[src/rtl/pdu_input_frontend.sv]
`default_nettype none
// ============================================================================
// Module   : pdu_input_frontend
// Brief    : Debounces the PDU push-buttons and slide switches; switch toggles
//            become hex-digit entries into a 32-bit data-move register.
// Revision : 1.0 - initial release
// ============================================================================
module pdu_input_frontend #(
   parameter int DEB_CYCLES = 1_000_000
) (
   input  logic        clk,
   input  logic        rstn,
   input  logic [15:0] sw,
   input  logic        butu,
   input  logic        butd,
   input  logic        butr,
   input  logic        butc,
   input  logic        butl,
   input  logic [31:0] din,
   input  logic        set,
   output logic        del,
   output logic        cont,
   output logic        chk_r,
   output logic        data,
   output logic        chk_l,
   output logic [3:0]  hex,
   output logic        pulse,
   output logic [31:0] dout
);

   localparam int c_NUM_BTN = 5;
   localparam int c_NUM_SW  = 16;
   localparam int c_NUM_IN  = c_NUM_BTN + c_NUM_SW;
   localparam int c_CW      = (DEB_CYCLES > 1) ? $clog2(DEB_CYCLES) : 1;
   localparam logic [c_CW-1:0] c_CNT_LAST = c_CW'(DEB_CYCLES - 1);

   // Buttons occupy the low five cells, switches the upper sixteen.
   logic [c_NUM_IN-1:0]  w_raw;
   logic [c_NUM_IN-1:0]  w_lvl;
   logic [c_NUM_IN-1:0]  r_lvl_d;
   logic [c_NUM_BTN-1:0] w_btn_rise;
   logic [c_NUM_BTN-1:0] r_btn_pulse;
   logic [c_NUM_SW-1:0]  w_sw_chg;
   logic [3:0]           w_hex;
   logic [3:0]           r_hex;
   logic                 r_pulse;
   logic [31:0]          r_dout;

   assign w_raw = {sw, butl, butc, butr, butd, butu};

   generate
      for (genvar gi = 0; gi < c_NUM_IN; gi++) begin : g_deb
         logic            r_s1;
         logic            r_s2;
         logic            r_lvl;
         logic [c_CW-1:0] r_cnt;

         always_ff @(posedge clk or negedge rstn) begin
            if (!rstn) begin
               r_s1  <= 1'b0;
               r_s2  <= 1'b0;
               r_lvl <= 1'b0;
               r_cnt <= '0;
            end else begin
               r_s1 <= w_raw[gi];
               r_s2 <= r_s1;
               if (r_s2 == r_lvl) begin
                  r_cnt <= '0;
               end else if (r_cnt == c_CNT_LAST) begin
                  r_lvl <= r_s2;
                  r_cnt <= '0;
               end else begin
                  r_cnt <= r_cnt + 1'b1;
               end
            end
         end

         assign w_lvl[gi] = r_lvl;
      end
   endgenerate

   assign w_btn_rise = w_lvl[c_NUM_BTN-1:0] & ~r_lvl_d[c_NUM_BTN-1:0];
   assign w_sw_chg   = w_lvl[c_NUM_IN-1:c_NUM_BTN] ^ r_lvl_d[c_NUM_IN-1:c_NUM_BTN];

   // Descending scan so the lowest changed index wins.
   always_comb begin
      w_hex = 4'h0;
      for (int i = c_NUM_SW - 1; i >= 0; i--) begin
         if (w_sw_chg[i]) begin
            w_hex = 4'(i);
         end
      end
   end

   always_ff @(posedge clk or negedge rstn) begin
      if (!rstn) begin
         r_lvl_d     <= '0;
         r_btn_pulse <= '0;
         r_pulse     <= 1'b0;
         r_hex       <= 4'h0;
      end else begin
         r_lvl_d     <= w_lvl;
         r_btn_pulse <= w_btn_rise;
         r_pulse     <= |w_sw_chg;
         if (|w_sw_chg) begin
            r_hex <= w_hex;
         end
      end
   end

   // Coinciding lower-priority events are dropped, not queued.
   always_ff @(posedge clk or negedge rstn) begin
      if (!rstn) begin
         r_dout <= 32'h0;
      end else if (set) begin
         r_dout <= din;
      end else if (r_pulse) begin
         r_dout <= {r_dout[27:0], r_hex};
      end else if (r_btn_pulse[0]) begin
         r_dout <= {4'h0, r_dout[31:4]};
      end
   end

   assign del   = r_btn_pulse[0];
   assign cont  = r_btn_pulse[1];
   assign chk_r = r_btn_pulse[2];
   assign data  = r_btn_pulse[3];
   assign chk_l = r_btn_pulse[4];
   assign hex   = r_hex;
   assign pulse = r_pulse;
   assign dout  = r_dout;

endmodule
`default_nettype wire

[config.mk]
export PLATFORM = sky130hd
export DESIGN_NAME = pdu_input_frontend
export DESIGN_NICKNAME = d
export VERILOG_FILES = /design/src/rtl/pdu_input_frontend.sv
export SDC_FILE = /design/constraint.sdc
export NUM_CORES = 1
export LEC_CHECK = 0
export ABC_AREA = 1
export BUFFER_PORTS_ARGS = -buffer_cell sky130_fd_sc_hd__buf_2
export CORE_ASPECT_RATIO = 0.5
export CORE_MARGIN = 3
export CORE_UTILIZATION = 40
export DETAILED_ROUTE_END_ITERATION = 8
export SLEW_MARGIN = 25
export SYNTH_ARGS = -nofsm -noshare
export SYNTH_HDL_FRONTEND = slang
export SYNTH_SLANG_ARGS = --single-unit
[constraint.sdc]
create_clock -name clk -period 3.8 [get_ports clk]
set_input_delay 0.38 -clock clk [delete_from_list [all_inputs] [get_ports clk]]
set_output_delay 0.38 -clock clk [all_outputs]
set_load 0.01 [all_outputs]
==> results.toml <==
[status]
outcome = "completed"

[place]
dpl_cell_area_um2 = 27400
dp_slack_ns = 1.51
place_congestion = 0.838
port_buffers = 97
dpl.hpwl_mm = 35.1

[worst_setup_path]
crit_family = "simple AND/OR/NAND/NOR gates"
cpPeakStageDelay_ns = 0.56
worst_ep_arrival_time_ns = 2.78
cpMaxStageDelayCell = "or4_1"
crit_path_cell_trace = "ha_1, nand3_1, nor2_2, nand2_1, or4_1, nand2_1, inv_1, o21ai_0, a21oi_1"
crit_path_start_kind = "register"
cp-end-kind = "register"
cp_num_buf_inv = 1
crit_top_cell = "nand2_1"
path_max_fanout = 11
worstSetupPathType = "register to register"
required_ns = 4.29

[finish]
area_growth_pct = 14.2
layout-drive-gt1-share_pct = 12.0
fin_nets = 3144
fill_cells = 6040
n_antenna_cell = 0
stdcell_area_um2 = 29500

[power]
p_total_mw = 12.0
combinationalPowerShare_pct = 4.6
p_sw_share_pct = 22.8
seqPwrFrac_pct = 50.0
cellPowerDensity_nw_per_um2 = 409
peakVddDrop_v = 0.000301
leakage_nw = 13.1
p_sw_mw = 2.74
internal-power_mw = 9.30
pwr-share-clk_pct = 45.4

[logic_synthesis]
synth_edf_count = 0
synth_nets = 2979
avgSynthCellArea_um2 = 8.89
async_reset_ff_share_pct = 100
synthDistinctLibCells = 54
synth_warnings = 0
synthesis.area_um2 = 25800
synthFlopType = "dfrtp_1"
ys_seq_area_share_pct = 53.0
syn-instance-count = 2902
ys_ff_latch = 546

[timing]
rsz0062_at_grt = "false"
fmax_mhz = 437
skew_ns = 0.0267
fin_ws_ns = 1.51
timing.slew.headroom_pct = 39.2
finalSetupViolCount = 0
timing.hold.ws_ns = 0.0473
post-route-min-period_ns = 2.29
hold_viol = 0
min_period_over_period_pct = 60.3
tightest_slew_ns = 0.911
slew_viol_final = 0
tns_ns = 0

[floorplan]
die_w_um = 365
core_um2 = 63400
die_y_um = 186
num_rows = 65
io_pins = 98
fp.dieArea_um2 = 67700
initial_utilization_pct = 40.6

[routing]
drtAntennaViolNets = 0
firstDrtPassIters = 5
vias = 19300
drc = 0
viasPerCell = 4.90
drt-initial-drc-count = 1300
routed_wl_mm = 50.1
wl_per_cell_um = 12.7

[clock_tree]
cts.sinks = 546
clockBufferDepth = 3
cts_buffers = 50
h-tree-depth = 2
cts_root_buffer = "clkbuf_16"
clock_latency_ns = 0.60
postCtsSetupRepairBufs = 0
cts_tree = "done"
cts_resized = 0
clkTransAtPathRegs_ns = 0.07

[grt]
grt-ovfl-total = 0
antenna_found_initial = 1
grt_max_degree = 100
met3_usage_pct = 2.57
track_usage_pct = 15.0
grt_pass1_vias = 18500
grt_pass1_wl_mm = 87.4
use_met2_pct = 24.2
global_route.usage.met1_pct = 21.4
busiest_layer = "met2"

[hold_path]
hp-class = "input port to register"

[flow_run]
cap_violations = 0
stage by stage:
| stage | instances | util (%) |
|---|---|---|
| floorplan | 2902 | - |
| global placement | 3828 | 43.3 |
| detailed placement | 3828 | 43.3 |
| CTS | 3944 | 46.4 |
| global route | 3944 | 46.4 |
| finish | 3944 | 46.4 |
cell usage after synthesis (11+ instances only):
cell	number	area, um^2
a21oi_1	168	841
a31oi_1	18	113
and3_1	16	100
clkbuf_1	20	75.1
dfrtp_1	546	13700
ha_1	21	263
inv_1	383	1440
inv_2	22	82.6
mux2_2	18	203
nand2_1	397	1490
nand2_2	14	87.6
nand3_1	119	596
nand3_2	15	150
nand4_1	83	519
nor2_1	402	1510
nor2_2	37	231
nor2_4	12	135
nor3_1	152	761
nor3_2	25	250
nor3b_1	21	158
nor4_1	39	244
o21a_1	14	105
o21ai_0	86	430
o21ai_1	11	55.1
o22ai_1	23	144
o31ai_1	15	113
xnor2_1	51	447
xor2_1	105	920
flip-flops by register name (all words and copies together) (netlist names):
signal / cells
g_deb.r_lvl: 21
r_btn_pulse: 5
g_deb.r_s1: 21
dout: 32
g_deb.r_s2: 21
pulse: 1
r_lvl_d: 21
hex: 4
g_deb.r_cnt: 420
metal layers:
metal,vias up,part of all wire (%)
met4,0,1.7
met5,-,0
met2,203,45
met1,9133,50
li1,9899,-
met3,78,3.5
worst paths after layout:
path | start | to | cells after the start | slack [ns]
setup / recovery | g_deb[19].r_cnt[0] | g_deb[19].r_cnt[10] | 9 | 1.51
hold / removal | din[28] | dout[28] | 3 | 0.05
setup reg to reg | g_deb[19].r_cnt[0] | g_deb[19].r_cnt[10] | 9 | 1.51
hold reg to reg | g_deb[0].r_s1 | g_deb[0].r_s2 | 0 | 0.34
max in group asynchronous | rstn | g_deb[18].r_lvl | 3 | 2.41
min in group asynchronous | rstn | g_deb[2].r_s1 | 2 | 0.42
power by group through the flow:
stage	Clock [mW]	Combinational, mW	Sequential, mW
2_1_floorplan	0	0.249	6.13
3_3_place_gp	0	0.542	6.13
3_5_place_dp	0	0.549	6.13
4_1_cts	5.67	0.571	6.02
5_1_grt	5.92	0.644	6.04
6_report	5.46	0.552	6.02
layout by cell type (no fill, tap or decap), types with 21 or more instances in the layout:
master / count
clkbuf_16: 50
xnor2_1: 51
nor3_2: 25
a21oi_1: 168
nor2_1: 401
o21ai_0: 86
xor2_1: 105
ha_1: 21
inv_1: 383
inv_2: 22
dfrtp_1: 546
nor3b_1: 21
nand4_1: 83
nand3_1: 119
nor4_1: 39
nor2_2: 38
nand2_1: 397
nor3_1: 152
buf_2: 96
dlygate4sd3_1: 24
o22ai_1: 23
layout make-up:
class / count / area, um^2 / share of cell area (%)
clock buffers: 66 / 1410 / 4.79
clock inverters: 26 / 363 / 1.23
inverters: 410 / 1540 / 5.22
multi-input cells: 1922 / 10500 / 35.6
flip-flops and latches: 546 / 13700 / 46.4
well taps: 837 / 1050 / 3.56
repair buffers: 137 / 943 / 3.20
logic make-up (layout without fill, tap and decap cells):
| logic type | count (synthesis) | after routing | synth area share [%] |
|---|---|---|---|
| AO/OA/AOI/OAI | 364 | 364 | 7.96 |
| XOR/XNOR | 156 | 156 | 5.30 |
| adder cells (fa/ha/maj) | 21 | 21 | 1.02 |
| buffers and inverters | 434 | 639 | 6.35 |
| flip-flops | 546 | 546 | 53.0 |
| multiplexers | 19 | 19 | 0.830 |
| AND/OR/NAND/NOR | 1362 | 1362 | 25.6 |
worst min-delay path, stage by stage:
cell	delay (ns)
buf_2	0.09
a22oi_1	0.08
nand2_1	0.06
repair_timing:
action / 4_1_cts / 5_1_grt
endpoints found under the hold margin: 109 / 0
setup endpoints to repair: 0 / 0
hold buffers: 24 / 0
Note: power is estimated with default switching activity, not from simulation.
